===== config.mk =====
export PLATFORM = sky130hd
export DESIGN_NAME = operand_fwd_stage
export DESIGN_NICKNAME = d
export VERILOG_FILES = /design/src/rtl/cpu_pkg.sv /design/src/rtl/fwd_select.sv /design/src/rtl/operand_fwd_stage.sv
export SDC_FILE = /design/constraint.sdc
export NUM_CORES = 1
export LEC_CHECK = 0
export ABC_AREA = 0
export CORE_AREA = 2 2 106 108
export DETAILED_ROUTE_END_ITERATION = 16
export DIE_AREA = 0 0 108 110
export DONT_BUFFER_PORTS = 1
export GPL_TIMING_DRIVEN = 0
export HOLD_SLACK_MARGIN = 0.1
export PLACE_DENSITY = 0.47
export SYNTH_ARGS = -nofsm -noshare
export SYNTH_HDL_FRONTEND = slang
export SYNTH_SLANG_ARGS = --single-unit

===== constraint.sdc =====
create_clock -name clk -period 2.5 [get_ports clk]
set_input_delay 0.25 -clock clk [delete_from_list [all_inputs] [get_ports clk]]
set_output_delay 0.25 -clock clk [all_outputs]
set_load 0.1 [all_outputs]

===== src/rtl/cpu_pkg.sv =====
// Shared definitions for the decode/execute operand path.
//   DATA_W     : operand / data width
//   REG_W      : register address width (register 0 reads as zero)
//   fwd_sel_e  : which source supplies an operand
package cpu_pkg;

  localparam int unsigned DATA_W = 32;
  localparam int unsigned REG_W  = 5;

  typedef enum logic [2:0] {
    FWD_RF  = 3'd0,
    FWD_EX  = 3'd1,
    FWD_MEM = 3'd2,
    FWD_WB  = 3'd3,
    FWD_SHD = 3'd4
  } fwd_sel_e;

endpackage


===== src/rtl/fwd_select.sv =====
// Per-operand forwarding selector: priority match against the in-flight
// writers and the matching operand mux. Purely combinational.
// Build option: OPERAND_FWD_EN. When defined, results are forwarded
// (EX > MEM > WB > shadow > register file) and only a load in EX raises a
// hazard. When undefined, the register file value is always used and any
// in-flight writer of the source register raises a hazard.
// Ports:
//   src / src_en / rf_data           source address, use flag, RF read bus
//   ex_* / mem_* / wb_* / shd_*      in-flight writer descriptors and data
//   operand                          selected operand value
//   sel                              selected source
//   hazard                           this operand must wait
module fwd_select #(
  parameter int unsigned DATA_W = cpu_pkg::DATA_W,
  parameter int unsigned REG_W  = cpu_pkg::REG_W
) (
  input  logic [REG_W-1:0]  src,
  input  logic              src_en,
  input  logic [DATA_W-1:0] rf_data,
  input  logic              ex_valid,
  input  logic              ex_wr_en,
  input  logic              ex_is_load,
  input  logic [REG_W-1:0]  ex_dst,
  input  logic [DATA_W-1:0] ex_data,
  input  logic              mem_valid,
  input  logic              mem_wr_en,
  input  logic [REG_W-1:0]  mem_dst,
  input  logic [DATA_W-1:0] mem_data,
  input  logic              wb_valid,
  input  logic [REG_W-1:0]  wb_dst,
  input  logic [DATA_W-1:0] wb_data,
  input  logic              shd_valid,
  input  logic [REG_W-1:0]  shd_dst,
  input  logic [DATA_W-1:0] shd_data,
  output logic [DATA_W-1:0] operand,
  output cpu_pkg::fwd_sel_e sel,
  output logic              hazard
);
  import cpu_pkg::*;

  // Register 0 and unused operands never match any writer.
  logic live;
  logic ex_hit, mem_hit, wb_hit, shd_hit;

  assign live    = src_en && (src != '0);
  assign ex_hit  = live && ex_valid && ex_wr_en && (ex_dst == src);
  assign mem_hit = live && mem_valid && mem_wr_en && (mem_dst == src);
  assign wb_hit  = live && wb_valid && (wb_dst == src);
  assign shd_hit = live && shd_valid && (shd_dst == src);

`ifndef OPERAND_FWD_EN
  logic unused_is_load;
  assign unused_is_load = ex_is_load;
`endif

  always_comb begin
    sel    = FWD_RF;
    hazard = 1'b0;
`ifdef OPERAND_FWD_EN
    if (ex_hit && !ex_is_load) sel = FWD_EX;
    else if (mem_hit)          sel = FWD_MEM;
    else if (wb_hit)           sel = FWD_WB;
    else if (shd_hit)          sel = FWD_SHD;
    hazard = ex_hit && ex_is_load;
`else
    hazard = ex_hit || mem_hit || wb_hit || shd_hit;
`endif
    unique case (sel)
      FWD_EX:  operand = ex_data;
      FWD_MEM: operand = mem_data;
      FWD_WB:  operand = wb_data;
      FWD_SHD: operand = shd_data;
      default: operand = rf_data;
    endcase
    if (src == '0) operand = '0;
  end

endmodule


===== src/rtl/operand_fwd_stage.sv =====
// Decode-to-execute operand stage. Captures the register-file read buses,
// overrides them with in-flight results, detects load-use hazards and
// presents a registered operand pair to execute under valid/ready.
// Build option: OPERAND_FWD_EN (see fwd_select) enables forwarding.
// Ports:
//   clk, rst_n (async, active low)
//   id_*            decode-stage instruction, sources and RF read data
//   ex_alu_result   combinational result of the instruction held in EX
//   mem_*, wb_*     later pipeline writers (wb_* equals the RF write port)
//   ex_ready, flush execute handshake / kill of the capture
//   id_stall        hold decode (combinational)
//   ex_*            registered operand pair and control
module operand_fwd_stage #(
  parameter int unsigned DATA_W = cpu_pkg::DATA_W,
  parameter int unsigned REG_W  = cpu_pkg::REG_W
) (
  input  logic              clk,
  input  logic              rst_n,
  input  logic              id_valid,
  input  logic [REG_W-1:0]  id_rs,
  input  logic [REG_W-1:0]  id_rt,
  input  logic              id_rs_en,
  input  logic              id_rt_en,
  input  logic [DATA_W-1:0] rf_rd1,
  input  logic [DATA_W-1:0] rf_rd2,
  input  logic [REG_W-1:0]  id_dst,
  input  logic              id_wr_en,
  input  logic              id_is_load,
  input  logic [DATA_W-1:0] ex_alu_result,
  input  logic              mem_valid,
  input  logic              mem_wr_en,
  input  logic [REG_W-1:0]  mem_dst,
  input  logic [DATA_W-1:0] mem_data,
  input  logic              wb_valid,
  input  logic [REG_W-1:0]  wb_dst,
  input  logic [DATA_W-1:0] wb_data,
  input  logic              ex_ready,
  input  logic              flush,
  output logic              id_stall,
  output logic              ex_valid,
  output logic [DATA_W-1:0] ex_op_a,
  output logic [DATA_W-1:0] ex_op_b,
  output logic [REG_W-1:0]  ex_dst,
  output logic              ex_wr_en,
  output logic              ex_is_load
);
  import cpu_pkg::*;

  // One-cycle copy of the write-back port: covers the register file
  // committing its write one cycle after the request.
  logic              shd_valid;
  logic [REG_W-1:0]  shd_dst;
  logic [DATA_W-1:0] shd_data;

  logic [DATA_W-1:0] op_a, op_b;
  fwd_sel_e          sel_a, sel_b;
  logic              haz_a, haz_b, hazard;

  logic unused_sel;
  assign unused_sel = ^{sel_a, sel_b};

  always_ff @(posedge clk or negedge rst_n) begin
    if (!rst_n) begin
      shd_valid <= 1'b0;
      shd_dst   <= '0;
      shd_data  <= '0;
    end else begin
      shd_valid <= wb_valid && (wb_dst != '0);
      shd_dst   <= wb_dst;
      shd_data  <= wb_data;
    end
  end

  fwd_select #(.DATA_W(DATA_W), .REG_W(REG_W)) u_fwd_rs (
    .src(id_rs), .src_en(id_rs_en), .rf_data(rf_rd1),
    .ex_valid(ex_valid), .ex_wr_en(ex_wr_en), .ex_is_load(ex_is_load),
    .ex_dst(ex_dst), .ex_data(ex_alu_result),
    .mem_valid(mem_valid), .mem_wr_en(mem_wr_en), .mem_dst(mem_dst), .mem_data(mem_data),
    .wb_valid(wb_valid), .wb_dst(wb_dst), .wb_data(wb_data),
    .shd_valid(shd_valid), .shd_dst(shd_dst), .shd_data(shd_data),
    .operand(op_a), .sel(sel_a), .hazard(haz_a)
  );

  fwd_select #(.DATA_W(DATA_W), .REG_W(REG_W)) u_fwd_rt (
    .src(id_rt), .src_en(id_rt_en), .rf_data(rf_rd2),
    .ex_valid(ex_valid), .ex_wr_en(ex_wr_en), .ex_is_load(ex_is_load),
    .ex_dst(ex_dst), .ex_data(ex_alu_result),
    .mem_valid(mem_valid), .mem_wr_en(mem_wr_en), .mem_dst(mem_dst), .mem_data(mem_data),
    .wb_valid(wb_valid), .wb_dst(wb_dst), .wb_data(wb_data),
    .shd_valid(shd_valid), .shd_dst(shd_dst), .shd_data(shd_data),
    .operand(op_b), .sel(sel_b), .hazard(haz_b)
  );

  assign hazard   = haz_a || haz_b;
  assign id_stall = id_valid && (hazard || (ex_valid && !ex_ready));

  // Priority: flush, then hold while execute back-pressures, then bubble.
  always_ff @(posedge clk or negedge rst_n) begin
    if (!rst_n) begin
      ex_valid   <= 1'b0;
      ex_op_a    <= '0;
      ex_op_b    <= '0;
      ex_dst     <= '0;
      ex_wr_en   <= 1'b0;
      ex_is_load <= 1'b0;
    end else if (flush) begin
      ex_valid <= 1'b0;
    end else if (ex_valid && !ex_ready) begin
      ex_valid <= ex_valid;
    end else if (hazard) begin
      ex_valid <= 1'b0;
    end else begin
      ex_valid   <= id_valid;
      ex_op_a    <= op_a;
      ex_op_b    <= op_b;
      ex_dst     <= id_dst;
      ex_wr_en   <= id_wr_en;
      ex_is_load <= id_is_load;
    end
  end

endmodule


==> flow_metrics.tcl <==
set metrics [dict create \
    muxShareOfSynthArea_pct 2.03 \
    port_buffers 0 \
    ant_nets 0 \
    drt-total-wl_um 12800 \
    min-delay-start "wb_dst[4]" \
    worst_slew_pin_slew_ns 0.985 \
    r2r_end "ex_op_b[15]" \
    grt_pass1_vias 3471 \
    worstPathRequired_ns 2.25 \
    insertion_delay_ns 0.35 \
    fin_cells 644 \
    finalClockSkew_ns 0.00962 \
    drt_iter0_markers 175 \
    yosys.area_share.simple_pct 10.9 \
    cts_tree "done" \
    hold_depth 2 \
    power.share.clock_pct 23.4 \
    dpl_worst_slack_ns -0.296 \
    root_buffer "clkbuf_8" \
    numCtsBuffers 9 \
    async_flop_share_pct 100 \
    fin_util_pct 54.7 \
    fin_crit_sh_pct 114 \
    final_common_cell "dlygate4sd3_1" \
    slew_headroom_pct 34.3 \
    ys_types 25 \
    netSwitchingPower_mw 2.40 \
    seq_power_share_pct 59.1 \
    core_area_mm2 0.0107 \
    die_area_mm2 0.0119 \
    fp.dieH_um 110 \
    critPathCaptureType "output port" \
    setup.worst_path.class "reg -> out" \
    clkSinkCount 78 \
    htree_num_levels 3 \
    post-synth-top-area-fraction_pct 50.2 \
    setup_viol 65 \
    cp_top_family "simple AND/OR/NAND/NOR gates" \
    synth_compound_area_share_pct 21.6 \
    yosysWarnings 0 \
    timing.rr.start "ex_dst[4]" \
    grt_max_degree 79 \
    ir_drop_uv 394 \
    viasPerCell 5.40 \
    vias 3476 \
    worstHoldPathType "in -> reg" \
    internal-power_mw 2.56 \
    failed_checks "negative setup slack" \
    avgSynthCellArea_um2 9.84 \
    drive_above_1_share_pct 27.8 \
    reg2regPathDepth 12 \
    pin_count 270 \
    fp.dieW_um 108 \
    syn-instance-count 395 \
    post-dp-hpwl_um 8180 \
    final_nets 697 \
    firstDrtPassIters 4 \
    clk_pin_slew_ns 0.08 \
    yosysTopAreaCell "dfrtp_1" \
    area_growth_pct 50.6 \
    route.detailed.drc 0 \
    p_comb_share_pct 17.5 \
    start_kind "flop" \
    grt.overflow.total 0 \
    power_density_mw_per_mm2 848 \
    path_buf_inv 2 \
    yosys_most_used_dff "dfrtp_1" \
    min_period_ns 2.86 \
    rsz0062_at_grt "true" \
    synth-seq-cells 78 \
    cts.path.max_buffers 2 \
    hold_viol 0 \
    max_freq_mhz 350 \
    gp_congestion 0.847 \
    antenna_cells 0 \
    max_cap_viol_count 0 \
    cpMostUsedCell "buf_8" \
    path_max_fanout 4 \
    max_stage_delay_ns 0.64 \
    track_usage_pct 20.1 \
    synth-xor-area-share_pct 9.01 \
    slowest_stage "dfrtp_4" \
    status "complete, but fails checks" \
    wl_per_cell_um 19.8 \
    fin_hold_ws_ns 0.130 \
    synth_top_family_by_area "compound AO/OA/AOI/OAI gates" \
    fin_ws_ns -0.361 \
    syn_area_mm2 0.00389 \
    min_to "shd_valid" \
    syn_nets 592 \
    grt_pass1_wl_um 18400 \
    rows 38 \
    power.leakage_nw 2.46 \
    r2r_slack_ns -0.16 \
    synth_fa_ha_area_share_pct 0 \
    tns_ns -6.68 \
    fillers 986 \
    slew_viol_final 0 \
    layout_common_cells "dlygate4sd3_1 (79), dfrtp_1 (73), nand2_1 (68)" \
    path_cells "xor2_1 > nor4_2 > nand4_1 > and4_4 > o221ai_4 > buf_8 > buf_8 > and2_4" \
    initial_core_util_pct 36.3 \
    yosysSeqAreaShare_pct 50.2 \
    dp_cells 535 \
    arrival_ns 2.61 \
    antenna_found_initial 0 \
    netlist_top_cells_area "dfrtp_1 (50%), o31ai_1 (12%), xor2_1 (7.2%)" \
    swShare_pct 48.4 \
    synth_edf_count 0 \
]
[per-stage QoR]
| stage | area, um2 | power [mW] |
|---|---|---|
| 4_1_cts | 5180 | 4.73 |
| 5_1_grt | 5850 | 5.15 |
| 2_1_floorplan | 3910 | 3.28 |
| 6_report | 5850 | 4.97 |
| 3_5_place_dp | 4080 | 3.43 |
| 3_3_place_gp | 4080 | 3.41 |
[cells in the mapped netlist, drive strengths merged, types with 3 or more instances]
master / n
xor2: 32
dfrtp: 78
nand3: 4
buf: 21
o21ai: 64
xnor2: 8
nor4: 8
nand4: 4
mux2: 7
nand2: 68
o31ai: 64
clkbuf: 23
nor2: 3
[registers in the layout, summed over array words and instances, names as in the netlist]
register	count
ex_op_b	32
shd_dst	5
ex_is_load	1
ex_op_a	32
shd_valid	1
ex_dst	5
ex_wr_en	1
ex_valid	1
[worst reg2reg max path, stage by stage, from the launching register on]
cell	delay, ns
dfrtp_4	0.64
xor2_1	0.21
nor4_2	0.32
nand4_1	0.14
and4_4	0.24
o221ai_4	0.18
buf_8	0.14
buf_4	0.09
buf_6	0.11
buf_12	0.15
buf_12	0.11
clkbuf_16	0.13
o31ai_2	0.06
[worst max path at each step]
stage,start,slack [ns],cells past startpoint,end
final,ex_dst[4],-0.36,8,id_stall
after global routing,ex_dst[3],-0.44,8,id_stall
after CTS,ex_dst[1],-0.41,8,id_stall
after detailed placement,ex_dst[4],-0.30,8,id_stall
after global placement,ex_dst[3],-0.26,8,id_stall
after floorplan,ex_dst[3],0.01,8,id_stall
[repair_timing]
| action | in CTS | in global routing |
|---|---|---|
| setup endpoints to repair | 19 | 72 |
| gates cloned | 0 | 8 |
| setup buffers | 3 | 3 |
| resized for setup | 8 | 117 |
| hold buffers | 80 | 0 |
| hold endpoints to repair | 156 | 0 |
| pin swaps | 6 | 10 |
[cell families (layout without fill, tap and decap cells)]
group           Yosys count  count (layout)
flops                    78              78
mux                       7               7
xor+xnor                 40              40
buf+inv                  44             153
simple gates             95              95
compound gates          131             131
[power groups by stage]
stage          Clock (mW)  Sequential (mW)  Combinational [mW]
3_3_place_gp            0             2.95               0.467
4_1_cts              1.18             2.92               0.627
2_1_floorplan           0             2.89               0.390
6_report             1.16             2.94               0.871
5_1_grt              1.24             2.96               0.946
3_5_place_dp            0             2.95               0.479
[routing by layer]
metal | track usage, % | share of wire, % | up-vias | wire [um]
met2 | 32.8 | 51 | 130 | 6490
met3 | 5.29 | 7.5 | 22 | 950
met5 | 0 | 0 | - | 0
met4 | 7.05 | 1.8 | 0 | 231
met1 | 26.0 | 40 | 1706 | 5080
li1 | - | - | 1618 | -
[layout make-up]
cell class | instances | area, um2 | area share [%]
Multi-Input combinational cell | 273 | 2070 | 35.3
Buffer | 44 | 313 | 5.34
Sequential cell | 78 | 1970 | 33.7
Timing Repair Buffer | 94 | 1090 | 18.7
Clock inverter | 4 | 95.1 | 1.62
Clock buffer | 11 | 141 | 2.42
Tap cell | 140 | 175 | 2.99
No activity file was read; power rests on OpenSTA's default activity.
